===== config.mk =====
export PLATFORM = sky130hd
export DESIGN_NAME = input_debouncer_flat
export DESIGN_NICKNAME = d
export VERILOG_FILES = /design/src/rtl/input_debouncer_if.sv /design/src/rtl/input_debouncer.sv /design/src/flat_wrapper.sv
export SDC_FILE = /design/constraint.sdc
export NUM_CORES = 1
export LEC_CHECK = 0
export ABC_AREA = 1
export CAP_MARGIN = 20
export CORE_AREA = 2 2 39 41
export DETAILED_ROUTE_END_ITERATION = 7
export DIE_AREA = 0 0 41 43
export DONT_BUFFER_PORTS = 1
export PLACE_DENSITY_LB_ADDON = 0.1
export SLEW_MARGIN = 20
export SYNTH_ARGS = -nofsm -noshare
export SYNTH_HDL_FRONTEND = slang
export SYNTH_SLANG_ARGS = --single-unit
export TNS_END_PERCENT = 5

===== constraint.sdc =====
create_clock -name clk -period 1.2 [get_ports clk]
set_input_delay 0.18 -clock clk [delete_from_list [all_inputs] [get_ports clk]]
set_output_delay 0.18 -clock clk [all_outputs]
set_load 0.02 [all_outputs]

===== src/rtl/input_debouncer_if.sv =====
// Debouncer signal bundle.
// Raw level/enable in; clean level, strobes, busy out.
interface input_debouncer_if;
  logic raw_in;
  logic enable;
  logic level_out;
  logic rise_pulse;
  logic fall_pulse;
  logic busy;

  modport master (
    output raw_in,
    output enable,
    input  level_out,
    input  rise_pulse,
    input  fall_pulse,
    input  busy
  );

  modport slave (
    input  raw_in,
    input  enable,
    output level_out,
    output rise_pulse,
    output fall_pulse,
    output busy
  );
endinterface


===== src/rtl/input_debouncer.sv =====
// Synchronise and debounce a raw level.
// Clean level plus rise/fall strobes and busy.
module input_debouncer #(
  parameter int SYNC_STAGES     = 2,
  parameter int DEBOUNCE_CYCLES = 16,
  parameter int CNT_W           = 5
) (
  input logic               clk,
  input logic               rst,
  input_debouncer_if.slave  io
);

  typedef enum logic [1:0] {
    S_LOW,
    S_WAIT_HIGH,
    S_HIGH,
    S_WAIT_LOW
  } state_t;

  localparam logic [CNT_W-1:0] TERM =
    CNT_W'(DEBOUNCE_CYCLES - 1);

  logic [SYNC_STAGES-1:0] sync_r;
  logic                   sync_q;
  state_t                 state;
  logic [CNT_W-1:0]       cnt;
  logic                   level;
  logic                   rise;
  logic                   fall;

  // Synchroniser chain, free-running regardless of enable.
  always_ff @(posedge clk or negedge rst) begin
    if (!rst) begin
      sync_r <= '0;
    end else begin
      sync_r <= {sync_r[SYNC_STAGES-2:0], io.raw_in};
    end
  end

  assign sync_q = sync_r[SYNC_STAGES-1];

  // Qualification FSM with registered level and strobes.
  always_ff @(posedge clk or negedge rst) begin
    if (!rst) begin
      state <= S_LOW;
      cnt   <= '0;
      level <= 1'b0;
      rise  <= 1'b0;
      fall  <= 1'b0;
    end else begin
      rise <= 1'b0;
      fall <= 1'b0;
      unique case (state)
        S_LOW: begin
          if (io.enable && sync_q) begin
            state <= S_WAIT_HIGH;
            cnt   <= '0;
          end
        end
        S_WAIT_HIGH: begin
          if (!io.enable || !sync_q) begin
            state <= S_LOW;
            cnt   <= '0;
          end else if (cnt == TERM) begin
            state <= S_HIGH;
            cnt   <= '0;
            level <= 1'b1;
            rise  <= 1'b1;
          end else begin
            cnt <= cnt + 1'b1;
          end
        end
        S_HIGH: begin
          if (io.enable && !sync_q) begin
            state <= S_WAIT_LOW;
            cnt   <= '0;
          end
        end
        S_WAIT_LOW: begin
          if (!io.enable || sync_q) begin
            state <= S_HIGH;
            cnt   <= '0;
          end else if (cnt == TERM) begin
            state <= S_LOW;
            cnt   <= '0;
            level <= 1'b0;
            fall  <= 1'b1;
          end else begin
            cnt <= cnt + 1'b1;
          end
        end
        default: begin
          state <= S_LOW;
          cnt   <= '0;
        end
      endcase
    end
  end

  assign io.level_out  = level;
  assign io.rise_pulse = rise;
  assign io.fall_pulse = fall;
  assign io.busy       = (state == S_WAIT_HIGH) ||
                         (state == S_WAIT_LOW);

endmodule


===== src/flat_wrapper.sv =====
// flat-port wrapper written by rule: the top's interface ports become plain ports
module input_debouncer_flat 
#(
  parameter int SYNC_STAGES     = 2,
  parameter int DEBOUNCE_CYCLES = 16,
  parameter int CNT_W           = 5
)
  (clk, rst, io_raw_in, io_enable, io_level_out, io_rise_pulse, io_fall_pulse, io_busy);
  input_debouncer_if io_i ();
  input logic clk;
  input logic rst;
  input wire logic [$bits(io_i.raw_in)-1:0] io_raw_in;
  input wire logic [$bits(io_i.enable)-1:0] io_enable;
  output wire logic [$bits(io_i.level_out)-1:0] io_level_out;
  output wire logic [$bits(io_i.rise_pulse)-1:0] io_rise_pulse;
  output wire logic [$bits(io_i.fall_pulse)-1:0] io_fall_pulse;
  output wire logic [$bits(io_i.busy)-1:0] io_busy;
  assign io_i.raw_in = io_raw_in;
  assign io_i.enable = io_enable;
  assign io_level_out = io_i.level_out;
  assign io_rise_pulse = io_i.rise_pulse;
  assign io_fall_pulse = io_i.fall_pulse;
  assign io_busy = io_i.busy;
  input_debouncer #(.SYNC_STAGES(SYNC_STAGES), .DEBOUNCE_CYCLES(DEBOUNCE_CYCLES), .CNT_W(CNT_W)) u_core (.clk(clk), .rst(rst), .io(io_i));
endmodule

==> results.sh <==
export IMPL_grt_usage_pct=17.70
export IMPL_multiInputGateArea_sq_um=247.7
export IMPL_cpMaxStageDelayCell="dfrtp_1"
export IMPL_synthMuxAreaShare_pct=0
export IMPL_yosysSeqAreaShare_pct=51.06
export IMPL_synth_largest_area_cell="dfrtp_1"
export IMPL_gp_congestion=0.8058
export IMPL_viasPerCell=4.792
export IMPL_r2r_start="u_core.cnt[0]"
export IMPL_swShare_pct=37.81
export IMPL_cp_cell_sequence="ha_1 > nand4_1 > a21oi_1 > nand2_1 > nand2_1 > nand2_1"
export IMPL_synth_xor_area_share_pct=1.489
export IMPL_nNetsFinal=86
export IMPL_cts_sinks=12
export IMPL_grt_max_degree=13
export IMPL_critical_path_class="reg2reg"
export IMPL_synth_avg_cell_area_sq_um=8.648
export IMPL_num_antenna_cells=0
export IMPL_drive_gt1_share_pct=28.75
export IMPL_cts_tree="yes"
export IMPL_whs_path_depth=2
export IMPL_setup_slack_ns=-0.04541
export IMPL_synth_cells=68
export IMPL_hpwlAfterDp_um=848.7
export IMPL_ir_worst_vdd_mv=1.068
export IMPL_yosysUniqueCellTypes=19
export IMPL_fin_crit_ns=1.245
export IMPL_fp_dieH_um=43
export IMPL_r2r_setup_slack_ns=-0.05
export IMPL_grt_pass1_vias=463
export IMPL_totalPowerFinal_mw=1.444
export IMPL_hold_path_end="u_core.io.rise_pulse"
export IMPL_cp_arrival_ns=1.41
export IMPL_yosys_area_top_type_share_pct=51.06
export IMPL_rsz0062_at_grt="yes"
export IMPL_grt_pass1_wl_um=1945
export IMPL_netlist_area_sq_um=588.1
export IMPL_synth_simple_area_share_pct=27.66
export IMPL_cts_clk_slew_worst_paths_ns=0.08
export IMPL_critical_path_most_common_cell="nand2_1"
export IMPL_start_util_pct=42.50
export IMPL_post_cts_buffers=0
export IMPL_synth_top_family_by_area="simple AND/OR/NAND/NOR gates"
export IMPL_core_rowCount=14
export IMPL_status="complete, but fails checks"
export IMPL_synth_edf_count=0
export IMPL_drtPass1Iterations=3
export IMPL_maxCapViolCount=0
export IMPL_p_comb_share_pct=37.7
export IMPL_fin_crit_sh_pct=103.8
export IMPL_root_buffer="clkbuf_4"
export IMPL_yosys_most_used_dff="dfrtp_1"
export IMPL_violations="negative setup slack"
export IMPL_synthAdderAreaFrac_pct=2.128
export IMPL_io_pins=8
export IMPL_vias=460
export IMPL_ys_ff_latch=12
export IMPL_switchingPower_uw=545.9
export IMPL_io_buffers=0
export IMPL_tightest_slew_ns=0.5471
export IMPL_wl_um=1109
export IMPL_finalSetupViolCount=1
export IMPL_cp_required_ns=1.37
export IMPL_crit_path_max_fanout=4
export IMPL_hold_path_startpoint="io_enable"
export IMPL_drtIter0Drc=3
export IMPL_numCtsBuffers=3
export IMPL_r2r_end="u_core.io.level_out"
export IMPL_slowest_delay_ns=0.36
export IMPL_startpoint_type="flip-flop"
export IMPL_async_reset_ff_share_pct=100.0
export IMPL_slew_viol_final=0
export IMPL_wl_per_cell_um=11.55
export IMPL_clk_insertion_delay_late_ns=0.27
export IMPL_grt_ovfl_total=0
export IMPL_drc=0
export IMPL_dieWidth_um=41
export IMPL_dieArea_sq_um=1763
export IMPL_max_clock_freq_mhz=803.0
export IMPL_powerDensity_nw_per_um2=2017
export IMPL_p_leak_nw=0.3504
export IMPL_power_frac_seq_pct=39.5
export IMPL_finClkSkew_ns=0.004138
export IMPL_synth_compound_area_share_pct=9.787
export IMPL_core_area_sq_um=1384
export IMPL_yosys_top_cells_area="dfrtp_1 (51%), nand2_1 (12%), nand2_2 (4.3%)"
export IMPL_n_fill_cell=129
export IMPL_syn_to_final_growth_pct=21.70
export IMPL_min_path_type="in2reg"
export IMPL_dpl_worst_slack_ns=-0.05639
export IMPL_synth_most_common_cell="nand2_1"
export IMPL_internal_power_uw=898.0
export IMPL_clockBufferDepth=2
export IMPL_clock_power_share_pct=22.8
export IMPL_ys_warn_count=0
export IMPL_finalHoldViolations=0
export IMPL_reg2reg_depth=6
export IMPL_final_antenna_net_count=0
export IMPL_regArea_sq_um=301.5
export IMPL_antenna_found_initial=0
export IMPL_relSlewSlack_pct=63.40
export IMPL_synth_commonest_cells="nand2_1 (19), dfrtp_1 (12), inv_1 (6), nand3_1 (5)"
export IMPL_syn_nets=73
export IMPL_htreeDepth=1
export IMPL_end_kind="flip-flop"
## cell type report
type                    instances  share of cell area [%]
inverters                       8                   4.196
flip-flops and latches         12                   42.13
clock buffers                   4                   5.070
well taps                      16                   2.797
multi-input cells              46                   34.62
repair buffers                 10                   11.19
## cells in the final DEF, fill, tap and decap left out
cell            n
nand2_1        19
dfrtp_1        11
buf_4           8
inv_1           5
nand3_1         5
nand2_2         4
a21oi_1         4
inv_2           3
nor2_1          3
clkbuf_4        3
nand4_1         2
o21ai_1         2
dlygate4sd3_1   2
nor2_4          1
nor4_2          1
o21ai_4         1
o21ai_0         1
xor2_1          1
o22ai_1         1
ha_1            1
clkbuf_8        1
dfrtp_2         1
## how the worst max path moves through the flow
stage                  start                    to  slack, ns  depth (start not counted)
3_3_place_gp   u_core.cnt[0]  u_core.io.rise_pulse      -0.08                          4
4_1_cts        u_core.cnt[0]   u_core.io.level_out      -0.07                          6
6_report       u_core.cnt[0]   u_core.io.level_out      -0.05                          6
3_5_place_dp   u_core.cnt[0]   u_core.io.level_out      -0.06                          6
2_1_floorplan  u_core.cnt[0]   u_core.io.level_out       0.01                          6
5_1_grt        u_core.cnt[0]   u_core.io.level_out      -0.21                          6
## stage by stage
step / hold WS, ns / cells / instance area [sq um] / TNS [ns] / utilization (%)
floorplan: -0.1156 / 68 / 588.1 / 0 / -
global placement: -0.1153 / 90 / 651.9 / -0.1645 / 47.11
detailed placement: -0.1153 / 90 / 651.9 / -0.07745 / 47.11
CTS: 0.08860 / 96 / 714.4 / -0.06874 / 51.63
global route: 0.07758 / 96 / 715.7 / -0.6124 / 51.72
finish: 0.09361 / 96 / 715.7 / -0.04541 / 51.72
## cells by family after synthesis
| logic type | Yosys count |
|---|---|
| simple gates | 35 |
| xor+xnor | 1 |
| fa+ha+maj | 1 |
| buf+inv | 10 |
| flops | 12 |
| compound gates | 9 |
## routing by layer
layer	wire, um	up-vias	GRT usage, %
met2	537	8	24.69
met5	0	-	0
li1	-	241	-
met3	39	2	7.853
met1	516	209	20.81
met4	15	0	12.00
## power groups by stage
stage                     Sequential (mW)  Combinational, mW  Clock, mW
after floorplan                     0.557              0.397          0
after CTS                           0.566              0.552      0.332
after global placement              0.571              0.528          0
after global routing                0.587              0.618      0.369
final                               0.570              0.545      0.329
after detailed placement            0.572              0.531          0
## timing repair
item / in CTS / in global routing
cloned: 0 / 0
hold buffers: 2 / 0
hold endpoints to repair: 13 / 0
resized for setup: 1 / 2
setup endpoints to repair: 3 / 9
pin swaps: 2 / 0
## critical path: cells and delay by family, from the launching register on
kind	cells	cell delay [ns]
DFF	1	0.36
AOI/OAI and AO/OA	1	0.23
adders and majority gates	1	0.18
and+or+nand+nor	4	0.37
## flip-flops by register name, indices dropped and copies added (netlist names)
signal                cells
u_core.cnt                5
u_core.sync_r             2
u_core.state              2
u_core.io.level_out       1
u_core.io.rise_pulse      1
u_core.io.fall_pulse      1
No activity file was read; power rests on OpenSTA's default activity.
